## src/rtl/spi_master_arbiter_if.sv

```systemverilog
// Bus bundle between the requesters, the arbiter and spi_master.
// The master modport is the arbiter's view. The slave modport is the view
// of whatever sits on the other side: clients and the spi_master core.
interface spi_master_arbiter_if #(
  parameter int NUM_REQ = 4
);
  logic [NUM_REQ-1:0]    i_req_valid;
  logic [NUM_REQ-1:0]    i_req_rw;
  logic [NUM_REQ*15-1:0] i_req_addr;
  logic [NUM_REQ*16-1:0] i_req_data;
  logic [NUM_REQ*16-1:0] i_req_divider;
  logic [NUM_REQ*2-1:0]  i_req_mode;
  logic [NUM_REQ-1:0]    i_req_lock;
  logic [NUM_REQ-1:0]    o_req_ready;
  logic [NUM_REQ-1:0]    o_rsp_valid;
  logic                  o_rsp_err;
  logic [15:0]           o_rsp_data;
  logic                  o_spi_enable;
  logic                  o_spi_rw;
  logic [14:0]           o_spi_addr;
  logic [15:0]           o_spi_data;
  logic [15:0]           o_spi_divider;
  logic                  o_spi_cpol;
  logic                  o_spi_cpha;
  logic                  o_spi_burst_enable;
  logic                  i_spi_busy;
  logic [15:0]           i_spi_read_word;

  modport master (
    input  i_req_valid, i_req_rw, i_req_addr, i_req_data, i_req_divider,
    input  i_req_mode, i_req_lock, i_spi_busy, i_spi_read_word,
    output o_req_ready, o_rsp_valid, o_rsp_err, o_rsp_data,
    output o_spi_enable, o_spi_rw, o_spi_addr, o_spi_data, o_spi_divider,
    output o_spi_cpol, o_spi_cpha, o_spi_burst_enable
  );

  modport slave (
    output i_req_valid, i_req_rw, i_req_addr, i_req_data, i_req_divider,
    output i_req_mode, i_req_lock, i_spi_busy, i_spi_read_word,
    input  o_req_ready, o_rsp_valid, o_rsp_err, o_rsp_data,
    input  o_spi_enable, o_spi_rw, o_spi_addr, o_spi_data, o_spi_divider,
    input  o_spi_cpol, o_spi_cpha, o_spi_burst_enable
  );
endinterface

```

## src/rtl/spi_master_arbiter.sv

```systemverilog
// Round-robin arbiter sharing one spi_master between NUM_REQ requesters.
// Each grant becomes one single-word transaction; the result is returned to
// the winner as a one-hot completion pulse, flagged as an error when
// spi_master never raised busy within LAUNCH_TIMEOUT cycles.
// Optional feature: define SPI_ARB_LOCK_EN to let the previous winner keep
// the bus while it holds i_req_lock together with i_req_valid.
module spi_master_arbiter #(
  parameter int NUM_REQ        = 4,
  parameter int LAUNCH_TIMEOUT = 255
) (
  input logic                  i_clk,
  input logic                  i_rst_n,
  spi_master_arbiter_if.master bus
);
  localparam int IW = (NUM_REQ > 1) ? $clog2(NUM_REQ) : 1;
  localparam int CW = $clog2(LAUNCH_TIMEOUT + 1);

  typedef enum logic [1:0] {IDLE, LAUNCH, WAIT_DONE} state_t;

  state_t state_q, state_d;
  // last_q holds the previous winner; it resets to NUM_REQ-1 so that the
  // scan from last_q+1 starts at requester 0 after reset.
  logic [IW-1:0] last_q, last_d;
  logic [CW-1:0] cnt_q, cnt_d;

  logic [NUM_REQ-1:0] ready_q, ready_d;
  logic [NUM_REQ-1:0] rsp_valid_q, rsp_valid_d;
  logic               rsp_err_q, rsp_err_d;
  logic [15:0]        rsp_data_q, rsp_data_d;
  logic               en_q, en_d;
  logic               rw_q, rw_d;
  logic [14:0]        addr_q, addr_d;
  logic [15:0]        data_q, data_d;
  logic [15:0]        div_q, div_d;
  logic               cpol_q, cpol_d;
  logic               cpha_q, cpha_d;

  logic          win_found;
  logic [IW-1:0] win_idx;
  logic [IW-1:0] cand;
  logic          sel_rw;
  logic [14:0]   sel_addr;
  logic [15:0]   sel_data;
  logic [15:0]   sel_div;
  logic [1:0]    sel_mode;

`ifdef SPI_ARB_LOCK_EN
  // prev_q says last_q names a real winner rather than the reset value.
  logic prev_q, prev_d;
`else
  logic unused_lock;
  assign unused_lock = ^bus.i_req_lock;
`endif

  // Pick the first valid requester after the previous winner (lock first).
  always_comb begin
    win_found = 1'b0;
    win_idx   = '0;
    cand      = '0;
    for (int i = 1; i <= NUM_REQ; i++) begin
      cand = IW'((int'(last_q) + i) % NUM_REQ);
      if (!win_found && bus.i_req_valid[cand]) begin
        win_found = 1'b1;
        win_idx   = cand;
      end
    end
`ifdef SPI_ARB_LOCK_EN
    if (prev_q && bus.i_req_valid[last_q] && bus.i_req_lock[last_q]) begin
      win_found = 1'b1;
      win_idx   = last_q;
    end
`endif
  end

  // Route the winner's transaction fields.
  always_comb begin
    sel_rw   = 1'b0;
    sel_addr = '0;
    sel_data = '0;
    sel_div  = '0;
    sel_mode = '0;
    for (int k = 0; k < NUM_REQ; k++) begin
      if (win_idx == IW'(k)) begin
        sel_rw   = bus.i_req_rw[k];
        sel_addr = bus.i_req_addr[k*15 +: 15];
        sel_data = bus.i_req_data[k*16 +: 16];
        sel_div  = bus.i_req_divider[k*16 +: 16];
        sel_mode = bus.i_req_mode[k*2 +: 2];
      end
    end
  end

  // Next state and next values of every registered output.
  always_comb begin
    state_d     = state_q;
    last_d      = last_q;
    cnt_d       = cnt_q;
    ready_d     = '0;
    rsp_valid_d = '0;
    rsp_err_d   = 1'b0;
    rsp_data_d  = rsp_data_q;
    en_d        = en_q;
    rw_d        = rw_q;
    addr_d      = addr_q;
    data_d      = data_q;
    div_d       = div_q;
    cpol_d      = cpol_q;
    cpha_d      = cpha_q;
`ifdef SPI_ARB_LOCK_EN
    prev_d      = prev_q;
`endif
    unique case (state_q)
      IDLE: begin
        if (win_found) begin
          rw_d             = sel_rw;
          addr_d           = sel_addr;
          data_d           = sel_data;
          div_d            = sel_div;
          cpol_d           = sel_mode[1];
          cpha_d           = sel_mode[0];
          ready_d[win_idx] = 1'b1;
          last_d           = win_idx;
          en_d             = 1'b1;
          cnt_d            = '0;
          state_d          = LAUNCH;
`ifdef SPI_ARB_LOCK_EN
          prev_d           = 1'b1;
`endif
        end
      end
      LAUNCH: begin
        if (bus.i_spi_busy) begin
          en_d    = 1'b0;
          state_d = WAIT_DONE;
        end else if (cnt_q == CW'(LAUNCH_TIMEOUT)) begin
          // spi_master never answered: abort and report to the winner.
          en_d                = 1'b0;
          rsp_valid_d[last_q] = 1'b1;
          rsp_err_d           = 1'b1;
          rsp_data_d          = '0;
          state_d             = IDLE;
        end else begin
          cnt_d = cnt_q + 1'b1;
        end
      end
      WAIT_DONE: begin
        if (!bus.i_spi_busy) begin
          rsp_valid_d[last_q] = 1'b1;
          rsp_data_d          = bus.i_spi_read_word;
          state_d             = IDLE;
        end
      end
      default: state_d = IDLE;
    endcase
  end

  // FSM state, arbitration pointer and launch counter.
  always_ff @(posedge i_clk or negedge i_rst_n) begin
    if (!i_rst_n) begin
      state_q <= IDLE;
      last_q  <= IW'(NUM_REQ - 1);
      cnt_q   <= '0;
`ifdef SPI_ARB_LOCK_EN
      prev_q  <= 1'b0;
`endif
    end else begin
      state_q <= state_d;
      last_q  <= last_d;
      cnt_q   <= cnt_d;
`ifdef SPI_ARB_LOCK_EN
      prev_q  <= prev_d;
`endif
    end
  end

  // Registered outputs toward the clients and spi_master.
  always_ff @(posedge i_clk or negedge i_rst_n) begin
    if (!i_rst_n) begin
      ready_q     <= '0;
      rsp_valid_q <= '0;
      rsp_err_q   <= 1'b0;
      rsp_data_q  <= '0;
      en_q        <= 1'b0;
      rw_q        <= 1'b0;
      addr_q      <= '0;
      data_q      <= '0;
      div_q       <= '0;
      cpol_q      <= 1'b0;
      cpha_q      <= 1'b0;
    end else begin
      ready_q     <= ready_d;
      rsp_valid_q <= rsp_valid_d;
      rsp_err_q   <= rsp_err_d;
      rsp_data_q  <= rsp_data_d;
      en_q        <= en_d;
      rw_q        <= rw_d;
      addr_q      <= addr_d;
      data_q      <= data_d;
      div_q       <= div_d;
      cpol_q      <= cpol_d;
      cpha_q      <= cpha_d;
    end
  end

  assign bus.o_req_ready        = ready_q;
  assign bus.o_rsp_valid        = rsp_valid_q;
  assign bus.o_rsp_err          = rsp_err_q;
  assign bus.o_rsp_data         = rsp_data_q;
  assign bus.o_spi_enable       = en_q;
  assign bus.o_spi_rw           = rw_q;
  assign bus.o_spi_addr         = addr_q;
  assign bus.o_spi_data         = data_q;
  assign bus.o_spi_divider      = div_q;
  assign bus.o_spi_cpol         = cpol_q;
  assign bus.o_spi_cpha         = cpha_q;
  assign bus.o_spi_burst_enable = 1'b0;
endmodule

```

## src/flat_wrapper.sv

```systemverilog
// flat-port wrapper written by rule: the top's interface ports become plain ports
module spi_master_arbiter_flat 
#(
  parameter int NUM_REQ        = 4,
  parameter int LAUNCH_TIMEOUT = 255
)
  (i_clk, i_rst_n, bus_i_req_valid, bus_i_req_rw, bus_i_req_addr, bus_i_req_data, bus_i_req_divider, bus_i_req_mode, bus_i_req_lock, bus_i_spi_busy, bus_i_spi_read_word, bus_o_req_ready, bus_o_rsp_valid, bus_o_rsp_err, bus_o_rsp_data, bus_o_spi_enable, bus_o_spi_rw, bus_o_spi_addr, bus_o_spi_data, bus_o_spi_divider, bus_o_spi_cpol, bus_o_spi_cpha, bus_o_spi_burst_enable);
  spi_master_arbiter_if #(.NUM_REQ(NUM_REQ)) bus_i ();
  input logic i_clk;
  input logic i_rst_n;
  input wire logic [$bits(bus_i.i_req_valid)-1:0] bus_i_req_valid;
  input wire logic [$bits(bus_i.i_req_rw)-1:0] bus_i_req_rw;
  input wire logic [$bits(bus_i.i_req_addr)-1:0] bus_i_req_addr;
  input wire logic [$bits(bus_i.i_req_data)-1:0] bus_i_req_data;
  input wire logic [$bits(bus_i.i_req_divider)-1:0] bus_i_req_divider;
  input wire logic [$bits(bus_i.i_req_mode)-1:0] bus_i_req_mode;
  input wire logic [$bits(bus_i.i_req_lock)-1:0] bus_i_req_lock;
  input wire logic [$bits(bus_i.i_spi_busy)-1:0] bus_i_spi_busy;
  input wire logic [$bits(bus_i.i_spi_read_word)-1:0] bus_i_spi_read_word;
  output wire logic [$bits(bus_i.o_req_ready)-1:0] bus_o_req_ready;
  output wire logic [$bits(bus_i.o_rsp_valid)-1:0] bus_o_rsp_valid;
  output wire logic [$bits(bus_i.o_rsp_err)-1:0] bus_o_rsp_err;
  output wire logic [$bits(bus_i.o_rsp_data)-1:0] bus_o_rsp_data;
  output wire logic [$bits(bus_i.o_spi_enable)-1:0] bus_o_spi_enable;
  output wire logic [$bits(bus_i.o_spi_rw)-1:0] bus_o_spi_rw;
  output wire logic [$bits(bus_i.o_spi_addr)-1:0] bus_o_spi_addr;
  output wire logic [$bits(bus_i.o_spi_data)-1:0] bus_o_spi_data;
  output wire logic [$bits(bus_i.o_spi_divider)-1:0] bus_o_spi_divider;
  output wire logic [$bits(bus_i.o_spi_cpol)-1:0] bus_o_spi_cpol;
  output wire logic [$bits(bus_i.o_spi_cpha)-1:0] bus_o_spi_cpha;
  output wire logic [$bits(bus_i.o_spi_burst_enable)-1:0] bus_o_spi_burst_enable;
  assign bus_i.i_req_valid = bus_i_req_valid;
  assign bus_i.i_req_rw = bus_i_req_rw;
  assign bus_i.i_req_addr = bus_i_req_addr;
  assign bus_i.i_req_data = bus_i_req_data;
  assign bus_i.i_req_divider = bus_i_req_divider;
  assign bus_i.i_req_mode = bus_i_req_mode;
  assign bus_i.i_req_lock = bus_i_req_lock;
  assign bus_i.i_spi_busy = bus_i_spi_busy;
  assign bus_i.i_spi_read_word = bus_i_spi_read_word;
  assign bus_o_req_ready = bus_i.o_req_ready;
  assign bus_o_rsp_valid = bus_i.o_rsp_valid;
  assign bus_o_rsp_err = bus_i.o_rsp_err;
  assign bus_o_rsp_data = bus_i.o_rsp_data;
  assign bus_o_spi_enable = bus_i.o_spi_enable;
  assign bus_o_spi_rw = bus_i.o_spi_rw;
  assign bus_o_spi_addr = bus_i.o_spi_addr;
  assign bus_o_spi_data = bus_i.o_spi_data;
  assign bus_o_spi_divider = bus_i.o_spi_divider;
  assign bus_o_spi_cpol = bus_i.o_spi_cpol;
  assign bus_o_spi_cpha = bus_i.o_spi_cpha;
  assign bus_o_spi_burst_enable = bus_i.o_spi_burst_enable;
  spi_master_arbiter #(.NUM_REQ(NUM_REQ), .LAUNCH_TIMEOUT(LAUNCH_TIMEOUT)) u_core (.i_clk(i_clk), .i_rst_n(i_rst_n), .bus(bus_i));
endmodule
```

## config.mk

```make
export PLATFORM = sky130hd
export DESIGN_NAME = spi_master_arbiter_flat
export DESIGN_NICKNAME = d
export VERILOG_FILES = /design/src/rtl/spi_master_arbiter_if.sv /design/src/rtl/spi_master_arbiter.sv /design/src/flat_wrapper.sv
export SDC_FILE = /design/constraint.sdc
export NUM_CORES = 1
export LEC_CHECK = 0
export CAP_MARGIN = 20
export CORE_MARGIN = 5
export CORE_UTILIZATION = 47
export CTS_BUF_LIST = sky130_fd_sc_hd__clkbuf_8
export CTS_CLUSTER_DIAMETER = 120
export DETAILED_ROUTE_END_ITERATION = 10
export GPL_ROUTABILITY_DRIVEN = 0
export PLACE_DENSITY = 0.95
export SLEW_MARGIN = 10
export SYNTH_ARGS = -nofsm -noshare
export SYNTH_HDL_FRONTEND = slang
export SYNTH_SLANG_ARGS = --single-unit
```

## constraint.sdc

```tcl
create_clock -name i_clk -period 8.8 [get_ports i_clk]
set_clock_uncertainty 0.05 [all_clocks]
set_input_delay 2.64 -clock i_clk [delete_from_list [all_inputs] [get_ports i_clk]]
set_output_delay 2.64 -clock i_clk [all_outputs]
set_load 0.01 [all_outputs]
```

==> results by group, run 1 <==
Clock tree
  • CTS tree: done
  • Clk Latency, worst-skew pair: 370 ps
  • TritonCTS buffer count: 9
  • H-tree depth: 3
  • Post-CTS Hold Buffers: 0
  • Longest Clk Path Bufs: 2
  • Setup repair bufs after CTS: 0
  • CTS Root Cell: clkbuf_8
  • Worst-path clk slew: around 90 ps
  • Cts repair resizes: 0
  • Clock Sinks: 88

Timing
  • Sum Neg Setup Slack: 0 ps
  • Slew @ Worst Pin: just over 1000 ps
  • Final setup violation count: 0
  • Hold Vio Cnt, Final: 0
  • Max_slew headroom: 31.5%
  • Final worst-path cycle share: a little under three quarters
  • RSZ-0062 raised after global routing: false
  • Period minus WS final: roughly 6300 ps
  • Worst Hold Margin: roughly 430 ps
  • Fin worst setup slack: 2540 ps
  • Max Fclk: approximately 160 MHz
  • Slew Limit Fails: 0

Yosys
  • Post-synthesis adder-cell area fraction: under 10%
  • Ys async rst share: 100%
  • Synth top area cells: dfrtp_1 33%, nor2_1 7.3%, mux2_2 6.5%
  • Mapped Cells: ~720
  • Synth top cells by count: 127 x nor2_1, 86 x dfrtp_1, 78 x nor3_1
  • Post-synthesis cell type count: 56
  • Synth Area in XOR/XNOR: less than 1%
  • Compound-Gate Fraction of Synth Area: approximately 26%
  • Yosys top cell by area: dfrtp_1
  • Number of synthesized flops with an enable pin: 0
  • Avg Cell Area, Syn: ~9.1 um^2
  • Post-synthesis sequential area ratio: approximately a third
  • Mux share of post-synthesis cell area: 11.6%
  • Main combinational cell family by area after synthesis: compound AO/OA/AOI/OAI gates
  • Ys Warns: 0
  • Most frequent cell after synthesis: nor2_1
  • Synth Area in Simple Gates: a little over a fifth
  • Mapped cell area: 6550 um^2
  • Most used DFF post-synth: dfrtp_1
  • Syn_nets: 958
  • Synth top area share: between 30% and 40%
  • Yosys reg bits: around 90

Floorplan
  • Die height: 128 um
  • Die width: approximately 130 um
  • Die ar.: 16400 um^2
  • # IOs: 304
  • Std-Cell Rows: 43
  • Initial Util: a little under half
  • Core region area: between 10000 and 15000 um^2

Layout
  • Core Util, Final: between 70% and 80%
  • Area growth, synth to finish: 48.2%
  • Fin nets: around 1200
  • Diodes inserted: 0
  • Ratio of cells with drive above 1 in the final layout: 10.6%

GRT
  • All-layer global routing usage: between 20% and 30%
  • Pin count of the biggest net entering global routing: between 90 and 100
  • Gr ovfl total: 0
  • Global-route wire length before repair: 36100 um
  • Number of global-route vias before repair: about 7000
  • Initial antenna violation count: 0

Setup path
  • Worst-path fanout max: 40
  • Crit. End Element: flip-flop
  • CP Class: in -> reg
  • WP data required: 9020 ps
  • Startpoint Class: primary input
  • Worst EP arrival: 6480 ps

Worst hold path
  • Worst Hold Class: reg -> reg

Place
  • Port Buf Inserts: about 300
  • Post-place setup slack: slightly above 2000 ps
  • Post-DP HPWL: 16700 um

Power and ir drop
  • Maximum VDD drop: 0.189 mV
  • Power Dens Cells: 356 nW/um^2
  • Leak: ~0.004 uW

Route
  • Post-DR wirelength/cell: between 15 and 20 um
  • First drt pass iteration count: 6
  • Post-route ant nets: 0
  • DRC Markers: 0
  • Final WL: 23100 um
  • Vias/cell: just over 6
  • Initial drt markers: about 790
  • Vias post-DR: approximately 7000

Status
  • Status: finished, final reports clean

Flow run
  • Maxcap violations: 0
## layer usage
metal / vias up / global-route usage, % / share of wire (%)
li1: 3200 / - / -
met1: 3353 / 31.7 / 37
met2: 375 / 48.5 / 51
met3: 67 / 6.29 / 8.5
met4: 0 / 11.2 / 3.2
met5: - / 0 / 0
## worst paths after layout
| path | startpoint | to | slack (ps) | depth (start not counted) |
|---|---|---|---|---|
| worst max-delay path | bus_i_req_valid[3] | u_core.bus.o_spi_rw$_DFFE_PN0P_ | 2540 | 7 |
| worst min-delay path | u_core.bus.o_rsp_data[13]$_DFFE_PN0P_ | u_core.bus.o_rsp_data[13]$_DFFE_PN0P_ | 430 | 2 |
| worst max register to register | u_core.last_q[0]$_DFFE_PN1P_ | u_core.bus.o_spi_addr[2]$_DFFE_PN0P_ | 3630 | 8 |
| worst min register to register | u_core.bus.o_rsp_data[13]$_DFFE_PN0P_ | u_core.bus.o_rsp_data[13]$_DFFE_PN0P_ | 430 | 2 |
| max in group asynchronous | i_rst_n | u_core.bus.o_spi_addr[5]$_DFFE_PN0P_ | 5460 | 2 |
| min in group asynchronous | i_rst_n | u_core.bus.o_spi_divider[5]$_DFFE_PN0P_ | 2160 | 1 |
## per-stage QoR
| stage | total power (uW) | area [um^2] | std cells |
|---|---|---|---|
| global placement | 3040 | 9460 | 1138 |
| global route | 3690 | 9710 | 1156 |
| finish | 3460 | 9710 | 1156 |
| CTS | 3470 | 9710 | 1156 |
| detailed placement | 3150 | 9500 | 1140 |
| floorplan | 2400 | 6550 | 723 |
## state kept, by name, indices dropped and copies added, names as in the netlist
name                      flops
u_core.bus.o_spi_addr        15
u_core.bus.o_spi_enable       1
u_core.bus.o_spi_rw           1
u_core.bus.o_rsp_valid        4
u_core.bus.o_spi_divider     16
u_core.state_q                2
u_core.last_q                 2
u_core.bus.o_req_ready        4
u_core.bus.o_spi_data        16
u_core.cnt_q                  8
u_core.bus.o_spi_cpol         1
u_core.bus.o_rsp_data        16
u_core.bus.o_rsp_err          1
u_core.bus.o_spi_cpha         1
## cell type report
| cell class | count | area (um^2) |
|---|---|---|
| clock buffer | 9 | 124 |
| clock inverter | 7 | 93.8 |
| fill | 1033 | 4060 |
| inverter | 9 | 33.8 |
| multi-input combinational | 557 | 3960 |
| sequential | 88 | 2210 |
| tap | 180 | 225 |
| timing repair buffer | 306 | 3060 |
## where the power goes
group	total, uW	switching [uW]	internal [uW]
registers	754	165	588
clock network	322	162	161
logic	2380	1270	1110
total	3460	1600	1860
## placed cells by master (no fill, tap or decap), types with 4 or more instances in the layout
cell / count
clkdlybuf4s50_1: 297
nor2_1: 127
dfrtp_1: 86
nor3_1: 78
nand2_1: 56
a221o_1: 39
mux2_2: 38
a211o_1: 38
mux2i_1: 25
nand3_1: 19
a2111oi_0: 18
a21oi_1: 17
o21ai_0: 12
o221ai_1: 11
a2111oi_2: 11
inv_1: 10
a2111oi_4: 9
clkbuf_8: 9
ha_1: 8
buf_4: 7
or3_1: 5
and2_1: 4
## logic make-up after synthesis
| family | count (synthesis) |
|---|---|
| XOR/XNOR | 2 |
| AO/OA/AOI/OAI | 170 |
| multiplexers | 67 |
| adder cells (fa/ha/maj) | 8 |
| flip-flops | 88 |
| other | 1 |
| AND/OR/NAND/NOR | 309 |
| buffers and inverters | 78 |
## worst max-delay path: stages
cell	delay, ps
clkdlybuf4s50_1	590
mux4_2	570
nand2b_2	620
o21a_1	430
nand2_2	720
nand2_1	550
o221ai_1	350
No activity file was read; power rests on OpenSTA's default activity.
==> run 2, diff against run 1 <==
- CORE_UTILIZATION: 47 -> 39
- PLACE_DENSITY: 0.95 -> 0.86
- clock period: 8.8 -> 5.5 ns (I/O delays scaled with it)
==> run 2 against run 1 <==
  * Flip-flop and latch count unchanged
  * Critical path depth up 1
  * Final area up 0.94%
  * Sequential power up 51%
  * Critical path type unchanged
  * Core utilization down 11 points
  * First-iteration DRC count down 38%
  * Clock power up 43%
==> results by group, run 2 (synthesis gave the netlist of run 1 again) <==
Setup path
  • Worst-path fanout max: 39
  • Startpoint Class: primary input
  • WP data required: 5690 ps
  • CP Class: in -> reg
  • Worst EP arrival: 4620 ps
  • Crit. End Element: flip-flop

Clock tree
  • CTS Root Cell: clkbuf_8
  • TritonCTS buffer count: 9
  • Clock Sinks: 88
  • CTS tree: done
  • Clk Latency, worst-skew pair: ~360 ps
  • H-tree depth: 3
  • Post-CTS Hold Buffers: 0
  • Cts repair resizes: 0
  • Setup repair bufs after CTS: 0
  • Longest Clk Path Bufs: 2
  • Worst-path clk slew: around 90 ps

GRT
  • Gr ovfl total: 0
  • Number of global-route vias before repair: ~6800
  • All-layer global routing usage: 22.0%
  • Initial antenna violation count: 0
  • Global-route wire length before repair: ~35000 um
  • Pin count of the biggest net entering global routing: 78

Power and ir drop
  • Maximum VDD drop: around 0.37 mV
  • Design Power: roughly 5500 uW
  • Clock share of power: 8.4%
  • Switch share: a little under half
  • Sequential fraction of design power: approximately 21%
  • Comb power frac: between 70% and 80%
  • Internal power: 2970 uW
  • Net Sw Power: roughly 2600 uW
  • Leak: slightly above 0.004 uW
  • Power Dens Cells: between 500 and 600 nW/um^2

Route
  • Vias/cell: 5.65
  • First drt pass iteration count: 5
  • Initial drt markers: ~500
  • DRC Markers: 0
  • Post-route ant nets: 0
  • Post-DR wirelength/cell: roughly 19 um
  • Vias post-DR: between 6000 and 7000
  • Final WL: around 23000 um

Layout
  • # fillers: around 1400
  • Fin nets: roughly 1200
  • Most frequent cells in the layout: 297 x clkdlybuf4s50_1, 127 x nor2_1, 86 x dfrtp_1
  • Diodes inserted: 0
  • Area growth, synth to finish: 49.6%
  • Ratio of cells with drive above 1 in the final layout: between 10% and 20%
  • Final cell count without fillers: between 1000 and 1500
  • Most common cell after layout, fill and taps aside: clkdlybuf4s50_1

Floorplan
  • Core region area: 16500 um^2
  • Die width: 140 um
  • Std-Cell Rows: 47
  • Die ar.: approximately 20000 um^2
  • # IOs: 304
  • Die height: between 100 and 150 um
  • Initial Util: 39.7%

Timing
  • Max Fclk: between 200 and 250 MHz
  • Final setup violation count: 0
  • Final worst-path cycle share: roughly four fifths
  • Period minus WS final: 4430 ps
  • Slew @ Worst Pin: 750 ps
  • Sum Neg Setup Slack: 0 ps
  • Hold Vio Cnt, Final: 0
  • Worst Hold Margin: between 400 and 500 ps
  • RSZ-0062 raised after global routing: false
  • Max_slew headroom: roughly 50%
  • Slew Limit Fails: 0

Flow run
  • Maxcap violations: 0

Place
  • Placed Instances: around 1200
  • Port Buf Inserts: about 300
  • Post-DP HPWL: ~16000 um

Worst hold path
  • Worst Hold Class: reg -> reg

Status
  • Status: finished, final reports clean
-- run 2: changes by cell type in the layout (fill, tap and decap cells not counted) --
cell       delta
buf_12        +3
buf_16        -1
buf_4         +6
buf_6         -1
bufinv_16     -1
clkinv_2      -1
clkinv_4      +1
inv_1         +1
nand2_1       +1
nand2_2       -1
-- run 2: layer usage --
| layer | track usage [%] | routed length (um) | part of all wire (%) |
|---|---|---|---|
| met2 | 37.9 | 11100 | 49 |
| met1 | 26.3 | 8960 | 40 |
| met4 | 8.21 | 522 | 2.3 |
| met5 | 0 | 0 | 0 |
| met3 | 5.90 | 1970 | 8.7 |
-- run 2: worst paths after layout --
| path | cells after the start | endpoint | from | slack [ps] |
|---|---|---|---|---|
| setup / recovery | 8 | u_core.bus.o_spi_divider[11]$_DFFE_PN0P_ | bus_i_req_valid[3] | 1070 |
| hold / removal | 2 | u_core.bus.o_rsp_data[13]$_DFFE_PN0P_ | u_core.bus.o_rsp_data[13]$_DFFE_PN0P_ | 420 |
| setup reg to reg | 9 | u_core.bus.o_spi_divider[11]$_DFFE_PN0P_ | u_core.last_q[0]$_DFFE_PN1P_ | 1550 |
| hold reg to reg | 2 | u_core.bus.o_rsp_data[13]$_DFFE_PN0P_ | u_core.bus.o_rsp_data[13]$_DFFE_PN0P_ | 420 |
| max in group asynchronous | 2 | u_core.bus.o_spi_divider[2]$_DFFE_PN0P_ | i_rst_n | 3170 |
| min in group asynchronous | 1 | u_core.bus.o_spi_divider[7]$_DFFE_PN0P_ | i_rst_n | 1280 |
-- run 2: final cells by class --
cell class	count	area (um^2)	share of cell area [%]
sequential	88	2210	22.5
inverter	9	33.8	0.345
timing repair buffer	313	3130	31.9
clock inverter	7	71.3	0.727
clock buffer	9	124	1.26
tap	220	275	2.81
multi-input combinational	557	3960	40.4
-- run 2: metrics by stage --
step / worst slack [ps] / utilization (%) / cell area [um^2]
floorplan: 1820 / - / 6550
global placement: 773 / 58.2 / 9610
detailed placement: 706 / 58.2 / 9610
CTS: 1100 / 59.3 / 9800
global route: 956 / 59.3 / 9800
finish: 1070 / 59.3 / 9800
-- run 2: worst max-delay path, stage by stage --
cell	delay (ps)
clkdlybuf4s50_1	580
mux4_2	600
nor2b_4	250
buf_4	370
or2_4	520
a211o_1	250
a2111oi_4	60
a221o_1	290
-- run 2: power by group through the flow --
stage	combinational, uW	clock [uW]	sequential (uW)
2_1_floorplan	2640	0	1200
3_3_place_gp	3860	0	1140
3_5_place_dp	3960	0	1140
4_1_cts	3960	479	1130
5_1_grt	4250	502	1170
6_report	3940	462	1140
==> run 3, diff against run 2 <==
- clock period: 5.5 -> 3.8 ns (I/O delays scaled with it)
==> run 3 against run 2 <==
  * Sequential share of layout area shrank 0.76 points
  * Non-clock buffer count increased by 33
  * Critical endpoint is now u_core.bus.o_spi_addr[6]$_DFFE_PN0P_
  * Flip-flop and latch count unchanged
  * Combinational power rose by 58%
==> results by group, run 3 (synthesis gave the netlist of run 1 again) <==
Clock tree
  • Post-CTS Hold Buffers: 0
  • Clock Sinks: between 80 and 90
  • CTS Root Cell: clkbuf_8
  • TritonCTS buffer count: 9
  • CTS tree: done
  • Setup repair bufs after CTS: 0
  • Worst-path clk slew: around 100 ps
  • Longest Clk Path Bufs: 2
  • Cts repair resizes: 0
  • Clk Latency, worst-skew pair: about 370 ps
  • H-tree depth: 3

Power and ir drop
  • Comb power frac: between 70% and 80%
  • Maximum VDD drop: between 0.4 and 0.5 mV
  • Internal power: between 4000 and 5000 uW
  • Leak: ~0.0043 uW
  • Power Dens Cells: about 840 nW/um^2
  • Net Sw Power: approximately 3800 uW
  • Switch share: between 40% and 50%
  • Clock share of power: between 7 and 8%
  • Sequential fraction of design power: around a fifth

Timing
  • Sum Neg Setup Slack: 0 ps
  • Fin worst setup slack: about 210 ps
  • Hold Vio Cnt, Final: 0
  • RSZ-0062 raised after global routing: false
  • Final worst-path cycle share: a little over nine tenths
  • Max Fclk: around 280 MHz
  • Final setup violation count: 0
  • Max_slew headroom: a little over a third
  • Period minus WS final: 3590 ps
  • Slew Limit Fails: 0
  • Slew @ Worst Pin: 957 ps

GRT
  • Global-route wire length before repair: approximately 36000 um
  • All-layer global routing usage: between 20% and 30%
  • Pin count of the biggest net entering global routing: a little under 90
  • Gr ovfl total: 0
  • Initial antenna violation count: 0
  • Number of global-route vias before repair: 6721

Layout
  • Most frequent cells in the layout: 297 x clkdlybuf4s50_1, 127 x nor2_1, 86 x dfrtp_1
  • Final cell count without fillers: ~1200
  • Ratio of cells with drive above 1 in the final layout: between 10 and 15%
  • Diodes inserted: 0
  • Area growth, synth to finish: 54.8%
  • Fin nets: 1246
  • # fillers: 1357
  • Final Cell Area: roughly 10000 um^2
  • Most common cell after layout, fill and taps aside: clkdlybuf4s50_1

Route
  • Vias post-DR: roughly 6900
  • First drt pass iteration count: 4
  • DRC Markers: 0
  • Post-route ant nets: 0
  • Final WL: approximately 23000 um
  • Initial drt markers: 431
  • Post-DR wirelength/cell: 18.6 um
  • Vias/cell: about 5.6

Floorplan
  • Die width: approximately 140 um
  • Die ar.: slightly below 20000 um^2
  • Die height: approximately 140 um
  • Std-Cell Rows: between 40 and 50
  • Initial Util: between 30% and 40%
  • # IOs: 304
  • Core region area: 16500 um^2

Setup path
  • Worst-path fanout max: 19
  • CP Class: in -> reg
  • R2R Path Start: u_core.last_q[0]$_DFFE_PN1P_
  • Worst reg2reg path depth: 9
  • Worst reg2reg setup slack: 450 ps
  • Worst EP arrival: around 3800 ps
  • WP data required: 4050 ps
  • Startpoint Class: primary input
  • Reg-to-reg endpoint: u_core.bus.o_spi_addr[9]$_DFFE_PN0P_
  • Crit. End Element: flip-flop

Status
  • Status: finished, final reports clean

Worst hold path
  • Hold endpoint: u_core.bus.o_rsp_data[12]$_DFFE_PN0P_
  • Worst Hold Class: reg -> reg
  • Min-Delay Path Depth: 2
  • Hold Crit Start: u_core.bus.o_rsp_data[12]$_DFFE_PN0P_

Flow run
  • Maxcap violations: 0

Place
  • Placed Instances: roughly 1200
  • Area after DPL: around 10000 um^2
  • Post-place setup slack: -126 ps
  • Port Buf Inserts: 298
  • Post-DP HPWL: about 17000 um
-- run 3: cell types whose count changed in the layout (fill, tap and decap cells not counted) --
| cell | previous run | this run |
|---|---|---|
| inv_8 | 0 | 1 |
| buf_12 | 3 | 11 |
| clkbuf_8 | 9 | 10 |
| inv_1 | 11 | 9 |
| clkinv_2 | 0 | 1 |
| buf_4 | 13 | 38 |
| bufinv_16 | 1 | 0 |
-- run 3: worst max path at each step --
stage	from	endpoint	slack, ps	cells after the start
6_report	bus_i_req_valid[1]	u_core.bus.o_spi_addr[6]$_DFFE_PN0P_	210	8
5_1_grt	bus_i_req_valid[1]	u_core.bus.o_spi_data[2]$_DFFE_PN0P_	160	9
4_1_cts	bus_i_req_valid[1]	u_core.bus.o_spi_addr[6]$_DFFE_PN0P_	260	8
3_5_place_dp	bus_i_req_valid[1]	u_core.bus.o_spi_addr[6]$_DFFE_PN0P_	-130	8
3_3_place_gp	bus_i_req_valid[1]	u_core.bus.o_spi_addr[9]$_DFFE_PN0P_	-20	8
2_1_floorplan	bus_i_req_valid[3]	u_core.bus.o_spi_data[10]$_DFFE_PN0P_	630	9
-- run 3: through the flow --
step | utilization, % | hold slack, ps | power [uW]
after detailed placement | 60.3 | 405 | 7870
after global routing | 61.4 | 446 | 9040
final | 61.4 | 424 | 8480
after CTS | 61.4 | 428 | 8550
after global placement | 60.3 | 400 | 7700
after floorplan | - | 457 | 5560
-- run 3: per-layer routing --
metal / vias up / global-route usage, % / part of all wire [%]
met5: - / 0 / 0
met4: 0 / 6.43 / 1.8
met1: 3282 / 28.3 / 41
met3: 30 / 5.90 / 7.8
li1: 3288 / - / -
met2: 298 / 38.4 / 50
-- run 3: worst max-delay path, cell delays in order --
cell and delay, ps:
clkdlybuf4s50_1 520, mux4_2 500, nor2b_4 180, or2_4 350, buf_4 180, a211o_1 250
a2111oi_0 520, a221o_1 200
-- run 3: power groups by stage --
stage                     Combinational (uW)  Clock [uW]  Sequential [uW]
final                                   6220         660             1600
after CTS                               6260         688             1600
after global placement                  6100           0             1590
after floorplan                         3820           0             1740
after global routing                    6670         724             1650
after detailed placement                6260           0             1610
-- run 3: final cells by class --
cell class                 count  area, um^2  area share [%]
timing repair buffer         346        3480            34.3
sequential                    88        2210            21.8
clock inverter                 6        50.0           0.493
clock buffer                  10         138            1.36
multi-input combinational    557        3960            39.0
tap                          220         275            2.71
inverter                       9        33.8           0.333
